$ cat config.mk
export PLATFORM = sky130hd
export DESIGN_NAME = pipe_stage_frame
export DESIGN_NICKNAME = d
export VERILOG_FILES = /design/src/rtl/pipe_stage_frame.sv
export SDC_FILE = /design/constraint.sdc
export NUM_CORES = 1
export LEC_CHECK = 0
export CORE_MARGIN = 2
export CORE_UTILIZATION = 50
export CTS_BUF_LIST = sky130_fd_sc_hd__clkbuf_8
export CTS_CLUSTER_DIAMETER = 200
export DETAILED_ROUTE_END_ITERATION = 12
export GPL_ROUTABILITY_DRIVEN = 0
export PLACE_DENSITY = 0.76
export SYNTH_ARGS = -nofsm -noshare
export SYNTH_HDL_FRONTEND = slang
export SYNTH_SLANG_ARGS = --single-unit
$ cat constraint.sdc
create_clock -name clk -period 2.4 [get_ports clk]
set_input_delay 0.36 -clock clk [delete_from_list [all_inputs] [get_ports clk]]
set_output_delay 0.36 -clock clk [all_outputs]
set_load 0.02 [all_outputs]
$ cat src/rtl/pipe_stage_frame.sv
// Purpose    : two-entry (main + skid) frame pipeline stage with per-lane write
//              merge against a shadow copy of the last accepted frame.
// Latency    : 1 cycle from accept to out_valid when main is empty or draining.
// Backpressure: in_ready drops once the skid entry is occupied; the skid entry
//              absorbs the frame offered in the cycle where downstream stalls.
// Ports:
//   clk, reset (sync, active-high), flush (drop all held frames)
//   in_valid/in_ready/in_data/in_lane_we/in_ctrl : upstream frame handshake
//   out_valid/out_ready/out_data/out_ctrl        : downstream frame handshake
//   occupancy                                    : frames held (0..2)
module pipe_stage_frame #(
    parameter int LANE_WIDTH = 32,
    parameter int LANES      = 4,
    parameter int CTRL_WIDTH = 8
) (
    input  logic                        clk,
    input  logic                        reset,
    input  logic                        flush,
    input  logic                        in_valid,
    output logic                        in_ready,
    input  logic [LANES*LANE_WIDTH-1:0] in_data,
    input  logic [LANES-1:0]            in_lane_we,
    input  logic [CTRL_WIDTH-1:0]       in_ctrl,
    output logic                        out_valid,
    input  logic                        out_ready,
    output logic [LANES*LANE_WIDTH-1:0] out_data,
    output logic [CTRL_WIDTH-1:0]       out_ctrl,
    output logic [1:0]                  occupancy
);

    localparam int DW = LANES * LANE_WIDTH;

    typedef struct packed {
        logic [CTRL_WIDTH-1:0] ctrl;
        logic [DW-1:0]         data;
    } frame_t;

    logic          r_main_vld;
    logic          r_skid_vld;
    frame_t        r_main;
    frame_t        r_skid;
    logic [DW-1:0] r_shadow;
    logic [1:0]    r_occ;

    logic          w_accept;
    logic          w_drain;
    logic [DW-1:0] w_merged;
    frame_t        w_in_frame;
    logic          w_main_vld_nxt;
    logic          w_skid_vld_nxt;
    frame_t        w_main_nxt;
    frame_t        w_skid_nxt;

    // Skid occupancy is the only registered term; flush and reset block
    // acceptance in the same cycle they are asserted.
    assign in_ready = !r_skid_vld && !flush && !reset;
    assign w_accept = in_valid && in_ready;
    assign w_drain  = r_main_vld && out_ready;

    // Lanes not written by this frame inherit the previous accepted frame.
    always_comb begin
        w_merged = r_shadow;
        for (int i = 0; i < LANES; i++) begin
            if (in_lane_we[i]) begin
                w_merged[i*LANE_WIDTH +: LANE_WIDTH] = in_data[i*LANE_WIDTH +: LANE_WIDTH];
            end
        end
    end

    assign w_in_frame.ctrl = in_ctrl;
    assign w_in_frame.data = w_merged;

    // Skid only fills while main is held, so a full skid implies a full main
    // and refills main on the drain that frees it.
    always_comb begin
        w_main_vld_nxt = r_main_vld;
        w_skid_vld_nxt = r_skid_vld;
        w_main_nxt     = r_main;
        w_skid_nxt     = r_skid;
        if (flush) begin
            w_main_vld_nxt = 1'b0;
            w_skid_vld_nxt = 1'b0;
        end else if (!r_main_vld || w_drain) begin
            if (r_skid_vld) begin
                w_main_nxt     = r_skid;
                w_main_vld_nxt = 1'b1;
                w_skid_vld_nxt = 1'b0;
            end else if (w_accept) begin
                w_main_nxt     = w_in_frame;
                w_main_vld_nxt = 1'b1;
            end else begin
                w_main_vld_nxt = 1'b0;
            end
        end else if (w_accept) begin
            w_skid_nxt     = w_in_frame;
            w_skid_vld_nxt = 1'b1;
        end
    end

    always_ff @(posedge clk) begin
        if (reset) begin
            r_main_vld <= 1'b0;
            r_skid_vld <= 1'b0;
            r_main     <= '0;
            r_skid     <= '0;
            r_shadow   <= '0;
            r_occ      <= 2'd0;
        end else begin
            r_main_vld <= w_main_vld_nxt;
            r_skid_vld <= w_skid_vld_nxt;
            r_main     <= w_main_nxt;
            r_skid     <= w_skid_nxt;
            r_occ      <= {1'b0, w_main_vld_nxt} + {1'b0, w_skid_vld_nxt};
            if (w_accept) begin
                r_shadow <= w_merged;
            end
        end
    end

    assign out_valid = r_main_vld;
    assign out_data  = r_main.data;
    // A bubble must never present control bits, even if stale ones remain held.
    assign out_ctrl  = r_main.ctrl & {CTRL_WIDTH{r_main_vld}};
    assign occupancy = r_occ;

endmodule

# Word-level counts from Yosys, hierarchy flattened
# Cells that the tools add are included.
# op_classes
div	0
mux	13
multipliers	0
order_cmp	0
add_sub_neg	1
bitwise_logic	3
reduce_logical	12
n_eq_ne	0
n_shift	0
# op_table
op	count
$mux W136	2
$mux W32	4
$and A8 B8 Y8	1
$mux W1	7
$reduce_and A3 Y1	2
$logic_and A1 B1 Y1	4
$logic_not A1 Y1	4
$add A1 B1 Y2	1
$not A1 Y1	2
$reduce_bool A2 Y1	1
$logic_or A1 B1 Y1	1
# totals
wordCells	37
latchBits	0
rom_bits	0
mem_bits_rw	0
reg_bits	404
mem_count	0
out_inout_bits	140

# Depth between registers and ports, before layout
# depth
word_depth	9
ltp_mapped	8
mapped_depth_nobuf	5

# Least setup slack after synthesis
# Ideal clock, no wire load.
# synth_timing
kind	input-to-reg
start	input reset
end	register r_occ[0], in the netlist occupancy[0]
cell_stages	8
t_arrival_ns	1.814
t_required_ns	2.272
setup_time_ns	0.128
path_slack_ns	0.457
cell_sequence	clkbuf_1 -> nor4b_4 -> clkbuf_1 -> buf_2 -> a21oi_1 -> nor2_1 -> ha_1 -> nor2b_1
# synth_between
elab_cells_between_ends	11
# synth_lines
item	line	rtl
from (decl)	17	input logic reset,
$logic_not A1 Y1	56	assign in_ready = !r_skid_vld && !flush && !reset;
$logic_and A1 B1 Y1	56	
$logic_and A1 B1 Y1	57	assign w_accept = in_valid && in_ready;
$mux W1	94	end else if (w_accept) begin
$mux W1	83	end else if (!r_main_vld || w_drain) begin
$mux W1	80	if (flush) begin
named net w_skid_vld_nxt	50	logic w_skid_vld_nxt;
$add A1 B1 Y2	113	r_occ <= {1'b0, w_main_vld_nxt} + {1'b0, w_skid_vld_nxt};
to (signal assigned)	113	
to (decl)	43	logic [1:0] r_occ;
# The timed path passes the listed nets, and every way through them passes these cells.
# A chain may end at the register's enable or synchronous reset.

# Worst setup path in the final report
# layout_timing
start	register r_main_vld, in the netlist out_valid
end	output out_ctrl[1]
# layout_between
elab_chain_len	1
# layout_lines
item	line	rtl
from (decl)	38	logic r_main_vld;
from (signal assigned)	109	r_main_vld <= w_main_vld_nxt;
$and A8 B8 Y8	123	assign out_ctrl = r_main.ctrl & {CTRL_WIDTH{r_main_vld}};
to (decl)	27	output logic [CTRL_WIDTH-1:0] out_ctrl,
# Every way passes these cells.

==> results.toml <==
[status]
outcome = "finished clean"

[critical_path]
criticalPathCategory = "reg2out"
r2r-end = "r_main[133]$_SDFFE_PP0P_"
startpoint = "out_valid$_SDFF_PP0_"
critical_path.top_delay_family = "buffers and inverters"
cp.arrival_ns = 1.88
cp_slowest_cell = "clkdlybuf4s50_1"
slowest_delay_ns = 0.67
rrSetupSlack_ns = 0.33
crit_path_start_kind = "flop"
endpoint_kind = "output port"
crit_cells = 2
critPathCapture = "out_ctrl[1]"
crit_chain = "and2_1 -> clkdlybuf4s50_1"
reg2reg_depth = 4
critical_path_required_ns = 2.04
r2r-start = "r_skid_vld$_SDFF_PP0_"
path_buf_inv = 1
critPathMaxFanout = 11

[sta]
period_share_pct = 93.2
setup_viol = 0
finalCriticalPeriod_ns = 2.24
clock_skew_ns = 0.0441
drv_slew = 0
hold_ws_ns = 0.378
maxSlewHeadroom_pct = 36.8
hold_viol = 0
fmax_mhz = 447
rsz0062_at_grt = "false"
worstMarginPinSlew_ns = 0.948

[placed_design]
placed_area_um2 = 19100
dp_hpwl_um = 26100
port_buffers = 284

[clocking]
cts.sinks = 404
htreeDepth = 3
post_cts_buffers = 0
root_buffer = "clkbuf_8"
clk_latency_ns = 0.59
path_clk_slew_ns = 0.06
cts_buffers = 69
cts_tree = "yes"
clockBufferDepth = 3

[detailed_routing]
wl_per_cell_um = 17.9
initialDrtViolationCount = 891
first_pass_iters = 5
drtAntennaViolNets = 0
drc_errors = 0
vias_per_cell = 5.61
vias = 13522
wl_um = 43100

[logic_synthesis]
synth_edf_count = 0
synth_xor_area_share_pct = 0
synthDistinctLibCells = 27
netlist_area_um2 = 17100
synth_seq_cells = 404
yosysTopAreaCell = "dfxtp_1"
avgSynthCellArea_um2 = 9.37
ys_warn_count = 0
synth_seq_area_share_pct = 47.4
postSynth.asyncResetShare_pct = 0
synthTopCellsByArea = "dfxtp_1 (47%), a211oi_1 (11%), mux2i_1 (8.0%)"
synth_compound_area_share_pct = 26.0
yosys.area_share.simple_pct = 7.21
postSynthCellCount = 1823
synth_fa_ha_area_share_pct = 0.0733
synth.top_cell.area_share_pct = 47.4
synth_top_family_by_area = "compound AO/OA/AOI/OAI gates"
synth_nets = 1969
ys.flop_type = "dfxtp_1"
synth_mux_area_share_pct = 8.50

[hold_path]
hold_start = "in_ctrl[2]"
hold_path.class = "in2reg"

[die]
fp.dieArea_um2 = 35600
coreArea_um2 = 33600
die_w_um = 189
pin_count = 285
die_h_um = 189
start_util_pct = 50.8
num_rows = 67

[global_routing]
grt_pass1_vias = 13148
grt-ovfl-total = 0
grt.total_usage_pct = 23.5
grt_max_degree = 118
grt_pass1_wl_um = 68700
antenna_found_initial = 9

[pwr]
p_int_mw = 11.0
power_frac_comb_pct = 10.2
total_leakage_power_nw = 7.29
ir_worst_vdd_uv = 503
pwr-share-seq_pct = 47.9
p_switching_mw = 3.71
clkPwrFrac_pct = 41.9
powerDensity_nw_per_um2 = 716
sw_frac_of_total_pct = 25.2

[final_layout]
stdcell_area_um2 = 20500
regArea_um2 = 8090
multiInputGateArea_um2 = 7160
nFillCells = 2786
drive_gt1_share_pct = 7.68
final_core_util_pct = 61.1
fin_nets = 2053
area_growth_pct = 20.3

[run]
cap_violations = 0
[flip-flops by register name (all words and copies together) (netlist names)]
name / count
r_skid: 136
out_data: 128
r_shadow: 128
r_main: 8
occupancy: 2
out_valid: 1
r_skid_vld: 1
[cells in the final DEF, fill, tap and decap left out, types with 8 or more instances in the layout]
cell / n
clkdlybuf4s50_1: 279
and2_1: 8
buf_4: 19
inv_1: 28
dfxtp_1: 402
nand2_1: 128
nor2_1: 139
a211oi_1: 257
o21ai_0: 136
a21oi_1: 138
clkbuf_8: 80
nand3_1: 8
a22o_1: 128
buf_12: 18
nor2b_1: 11
mux2i_1: 136
mux2_2: 8
[metal layers]
layer	global-route usage, %	wire length (um)	vias up
met5	0	30	-
met4	11.2	1480	4
met3	4.82	2540	104
met2	36.8	19900	417
met1	31.1	19200	6347
li1	-	-	6650
[cell type report]
cell class | instances | share of cell area (%)
inverter | 2 | 0.0366
sequential | 404 | 39.4
clock buffer | 80 | 5.36
multi-input combinational | 1108 | 34.9
clock inverter | 38 | 1.27
tap | 448 | 2.73
antenna | 7 | 0.0853
timing repair buffer | 322 | 16.3
[cells by family (layout without fill, tap and decap cells)]
kind of cell             Yosys count  count (layout)
buffers and inverters            311             442
AND/OR/NAND/NOR                  302             302
flip-flops                       404             404
AO/OA/AOI/OAI                    661             661
multiplexers                     144             144
other                              0               7
adder cells (fa/ha/maj)            1               1
[what timing repair did]
| item | in CTS | in global routing |
|---|---|---|
| endpoints found under the hold margin | 1 | 0 |
| hold buffers | 1 | 0 |
| resized for setup | 1 | 0 |
| setup endpoints to repair | 8 | 0 |
[synth_stat cells (2+ instances only)]
master,number
buf_4,130
inv_1,2
dfxtp_1,404
clkbuf_1,76
nor2b_1,12
a22o_1,128
buf_1,11
nor2_1,139
nand2_1,128
and2_1,8
a21oi_1,138
buf_2,79
nand3_1,8
buf_6,13
mux2i_1,136
o21ai_0,136
a211oi_1,257
nor4_1,2
mux2_2,8
[worst min-delay path, stage by stage]
cell             delay (ns)
clkdlybuf4s50_1        0.42
nand3_1                0.07
a21oi_1                0.05
[power by group through the flow]
stage	clock, mW	combinational (mW)	sequential, mW
2_1_floorplan	0	0.991	7.15
3_3_place_gp	0	1.48	7.17
3_5_place_dp	0	1.50	7.18
4_1_cts	6.28	1.51	7.04
5_1_grt	6.60	1.63	7.06
6_report	6.16	1.51	7.04
[worst min-delay path by stage]
stage | slack [ns] | depth (start not counted) | to
2_1_floorplan | 0.45 | 1 | out_data[100]$_SDFFE_PP0P_
3_3_place_gp | 0.46 | 2 | r_skid[128]$_SDFFE_PP0P_
3_5_place_dp | 0.46 | 1 | out_data[39]$_SDFFE_PP0P_
4_1_cts | 0.34 | 3 | r_skid[130]$_SDFFE_PP0P_
5_1_grt | 0.37 | 3 | r_skid[130]$_SDFFE_PP0P_
6_report | 0.38 | 3 | r_skid[130]$_SDFFE_PP0P_
[metrics by stage]
| stage | setup TNS, ns | power, mW | cells | setup slack, ns |
|---|---|---|---|---|
| floorplan | 0 | 8.14 | 1823 | 0.457 |
| global placement | 0 | 8.65 | 2283 | 0.0343 |
| detailed placement | -0.00372 | 8.68 | 2283 | -0.00372 |
| CTS | 0 | 14.8 | 2402 | 0.111 |
| global route | 0 | 15.3 | 2409 | 0.0717 |
| finish | 0 | 14.7 | 2409 | 0.163 |
No activity file was read; power rests on OpenSTA's default activity.
==> variant 1 (same settings) <==
Make the reset (`reset`) asynchronous in one clocked block.
--- a/src/rtl/pipe_stage_frame.sv
+++ b/src/rtl/pipe_stage_frame.sv
@@ -97,7 +97,7 @@
         end
     end
 
-    always_ff @(posedge clk) begin
+    always_ff @(posedge clk or posedge reset) begin
         if (reset) begin
             r_main_vld <= 1'b0;
             r_skid_vld <= 1'b0;
Behaviour: not the same (Yosys sat finds a counterexample within 4 cycles, from zero or initial values and one cycle with reset high; the reset may be asserted at any time).
==> variant 1 against the original RTL <==
- synthesized cell count down 4.9%
- setup slack worse by 30 ps
- wire length fell by 1.0%
- maximum frequency down 1.3%
- critical path depth rose by 1
- sequential share of layout area is 6.2 points higher
- cell count shrank 0.79%
- sequential cell count is the same
- cell area up 8.0%
- synthesized area grew 7.0%
Power is not compared: it rests on default switching activity, and its combinational part moved more than twofold at a synthesized area within 25%.
==> variant 1: results (changes against the original RTL) <==
[synth]
postSynthCellCount=1734  ; -4.9%
netlist_top_cells_count=512 x o21ai_0, 404 x dfrtp_1, 257 x nand2_1
synth-main-ff-cell=dfrtp_1
synthArstFlopShare=1.000  ; +1.000
yosysWarnings=0  ; unchanged
syn_nets=1880  ; -4.5%
synthDistinctLibCells=22  ; -19%
seq_area_frac_synth=0.5533  ; +0.07972

[route]
drt_iter0_drc=715  ; -20%
dr.pass1.iters=7  ; +2
drt_wl_total_um=42700  ; -1.0%
avgViaCountPerCell=5.473  ; -2.5%
vias=13080  ; -3.3%

[cts]
clk-insertion-delay-late_ps=570  ; -20 ps
cts_max_level=3  ; unchanged
cts_resized=2  ; +1
numCtsBuffers=68  ; -1.4%

[placement]
placed_area_um2=20870  ; +9.0%
dp_hpwl_um=27450  ; +5.1%
place_inst=2272  ; -0.48%
io_buffers=284  ; unchanged

[cells_and_area]
drive_gt1_frac=0.1556  ; +0.07888
num-nets-final=2020  ; -1.6%
synthToLayoutAreaGrowth_pct=21.37
fillers=2946  ; +5.7%

[critical_path]
critPathMaxStageDelay_ps=510  ; -160 ps
cp_top_family=buffers and inverters
crit_fanout=93  ; +82
cp_data_arrival_time_ps=1910  ; +30 ps
slowest_stage=dfrtp_4

[outcome]
status=completed

[timing]
worstMarginPinSlew_ps=574.2  ; -374.2 ps
clock_skew_ps=17.37  ; -26.77 ps

[global_routing]
grt_usage=0.2285  ; -0.006710
grt_max_degree=131  ; +11%
antenna_found_initial=3  ; -6

[hold_path]
hold_path_class=input port to asynchronous set/reset pin

==> variant 1: layout make-up <==
class | count | area share
diodes | 1 | 0.0001128
clock buffers | 83 | 0.05152
clock inverters | 34 | 0.007335
inverters | 2 | 0.0005078
multi-input cells | 1067 | 0.3007
flip-flops and latches | 404 | 0.4561
well taps | 468 | 0.02641
repair buffers | 331 | 0.1573
==> variant 1: metrics by stage <==
| stage | worst slack, ps | hold WS, ps |
|---|---|---|
| 5_1_grt | 35.80 | 259.4 |
| 3_5_place_dp | 0.9042 | 469.0 |
| 2_1_floorplan | -3402 | 438.4 |
| 4_1_cts | 78.93 | 225.9 |
| 6_report | 132.7 | 253.2 |
| 3_3_place_gp | 71.40 | 460.5 |
==> variant 1: logic make-up after synthesis <==
| group | count (synthesis) | share of synthesized area |
|---|---|---|
| AO/OA/AOI/OAI | 515 | 0.1413 |
| flip-flops | 404 | 0.5533 |
| multiplexers | 280 | 0.1642 |
| AND/OR/NAND/NOR | 271 | 0.05780 |
| buffers and inverters | 263 | 0.08265 |
| adder cells (fa/ha/maj) | 1 | 0.0006847 |
==> variant 1: worst paths after layout <==
check                               from       endpoint  slack [ps]  cells past startpoint
max                           r_skid_vld       in_ready         130                      3
min                                reset   out_data[11]         250                      3
max reg2reg                   r_skid_vld     r_skid[44]         230                      5
min reg2reg                r_shadow[115]  r_shadow[115]         470                      2
max in group asynchronous          reset   out_data[26]        1290                      4
min in group clk           in_lane_we[0]    r_shadow[0]         360                      3
==> variant 1: metal layers <==
metal / vias up / track usage / part of all wire / routed length, um
li1: 6124 / - / - / -
met1: 6420 / 0.3211 / 0.44 / 18940
met2: 437 / 0.3489 / 0.45 / 19420
met3: 93 / 0.05786 / 0.074 / 3154
met4: 6 / 0.07492 / 0.027 / 1140
met5: - / 0 / 0.00098 / 42
==> variant 1: worst reg2reg max path, delay by kind of cell (launching register included) <==
kind	cells	cell delay, ps
flops	1	510
simple gates	1	590
buf+inv	2	480
compound gates	2	430
==> variant 1: where the power goes <==
group	total [mW]	switching, mW	internal [mW]
Sequential	9.10	0.815	8.28
Clock	5.86	2.65	3.21
Combinational	4.74	2.36	2.38
==> variant 2 (config.mk and constraints unchanged) <==
Made on the original files. Change the parameter `LANES` from 4 to 3.
--- a/src/rtl/pipe_stage_frame.sv
+++ b/src/rtl/pipe_stage_frame.sv
@@ -10,7 +10,7 @@
 //   occupancy                                    : frames held (0..2)
 module pipe_stage_frame #(
     parameter int LANE_WIDTH = 32,
-    parameter int LANES      = 4,
+    parameter int LANES      = 3,
     parameter int CTRL_WIDTH = 8
 ) (
     input  logic                        clk,
Interface: changed (resized in_data, in_lane_we and out_data); port bits go from 285 to 220. The function was not compared with the original's and may differ.
==> variant 2 against the original RTL <==
- sequential cell count shrank 96
- cell area decreased by 23%
- clock skew down 24 ps
- synthesized area shrank 23%
- wire length is 27% lower
- power down 25%
- register-to-register slack gained 120 ps
- setup slack worse by 33 ps
- critical path type unchanged
- critical endpoint is now in_ready
- largest power group unchanged
- highest routed layer is now met4
==> variant 2: results (changes against the original RTL) <==
[critical_path]
cp_data_arrival_time_ps=1910  ; +30 ps
crit_fanout=28  ; +17
cp_top_family=buffers and inverters
slowest_stage=clkdlybuf4s50_1
regToRegSetupSlack_ps=450  ; +120 ps
critPathMaxStageDelay_ps=660

[timing]
holdWs_ps=113.6  ; -264.2 ps
fmax_mhz=440.4  ; -1.5%
worstMarginPinSlew_ps=909.0  ; -39.42 ps
clock_skew_ps=19.98  ; -24.17 ps

[route]
drt_iter0_drc=829  ; -7.0%
dr.pass1.iters=5  ; unchanged
vias=10290  ; -24%
route.detailed.wl_per_inst_um=16.98  ; -5.2%

[cells_and_area]
regMostFlops=r_skid
num-nets-final=1581  ; -23%
multi_input_area_um2=5525  ; -23%
fillers=2125  ; -24%
drive_gt1_frac=0.08361  ; +0.006844
largest_reg_flops=104  ; -24%

[global_routing]
grt_max_degree=123  ; +4.2%
grt_pass1_wl_um=50600  ; -26%
grt_usage=0.2173  ; -0.01785
grt_pass1_vias=9779  ; -26%
antenna_found_initial=0  ; -9

[cts]
postCtsSetupBuffers=0  ; unchanged
cts_buffer_depth=3  ; unchanged
clk_pin_slew_ps=60  ; about the same
numCtsBuffers=50  ; -28%
clk-insertion-delay-late_ps=560  ; -30 ps
cts_max_level=2  ; -1
cts_resized=0  ; -1
cts_root_buffer=clkbuf_8

[hold_path]
hold_path_class=input port to register

[power]
p_leak_nw=5.634  ; -23%
vdd.ir_drop.worst_mv=0.4769  ; -5.1%

[synth]
syn_nets=1510  ; -23%
synthDistinctLibCells=29  ; +7.4%
synthArstFlopShare=0  ; unchanged
yosysWarnings=0  ; unchanged
seq_area_frac_synth=0.4697  ; -0.003897
synth-main-ff-cell=dfxtp_1
netlist_top_cells_count=308 x dfxtp_1, 193 x a211oi_1, 110 x buf_4
synthTopCellsByArea=dfxtp_1 47%, a211oi_1 11%, mux2i_1 7.9%, a22o_1 6.4%, buf_4 6.3%

[placement]
dp_hpwl_um=19050  ; -27%
placed_area_um2=14730  ; -23%
preCtsSetupSlack_ps=34.37  ; +38.09 ps
io_buffers=219  ; -23%

[outcome]
status=completed

variant 2: changes by cell type after synthesis, sizes merged:
cell    change
a211oi     -64
a21oi      -32
a22o       -32
buf        -52
clkbuf     -22
dfxtp      -96
mux2i      -32
nand2      -32
nor2       -32
o21ai      -32
variant 2: cell families after synthesis:
logic type	count (synthesis)	share of synthesized area
AO/OA/AOI/OAI	501	0.2561
flip-flops	308	0.4697
AND/OR/NAND/NOR	238	0.07654
buffers and inverters	237	0.1106
multiplexers	112	0.08616
adder cells (fa/ha/maj)	1	0.0009530
variant 2: cell type report:
class | count | area share
multi-input combinational | 852 | 0.3510
inverter | 2 | 0.0004769
tap | 335 | 0.02663
antenna | 1 | 0.0001590
clock buffer | 66 | 0.05771
clock inverter | 25 | 0.006598
timing repair buffer | 254 | 0.1654
sequential | 308 | 0.3920
variant 2: metrics by stage:
stage               power [mW]  instances
floorplan                6.216       1397
global placement         6.601       1751
detailed placement       6.621       1751
CTS                      11.09       1842
global route             11.46       1842
finish                   10.97       1843
variant 2: path summary, 6_finish.rpt:
path | startpoint | cells past startpoint | end
min | reset | 2 | r_shadow[91]
max | r_skid_vld | 2 | in_ready
max reg2reg | out_valid | 4 | r_skid[81]
min reg2reg | r_skid[97] | 2 | r_skid[97]
variant 2: metal layers:
metal	part of all wire	vias up	GRT usage	routed length, um
met5	0	-	0	0
li1	-	5116	-	-
met2	0.45	345	0.3430	14130
met4	0.015	0	0.05406	485
met3	0.069	45	0.05005	2161
met1	0.46	4785	0.3023	14520
variant 2: where the power goes:
| part | switching [mW] | internal (mW) | leakage [nW] |
|---|---|---|---|
| sequential | 0.0886 | 5.28 | 2.50 |
| clock | 2.01 | 2.45 | 0.595 |
| combinational | 0.618 | 0.536 | 2.54 |
| total | 2.71 | 8.26 | 5.63 |
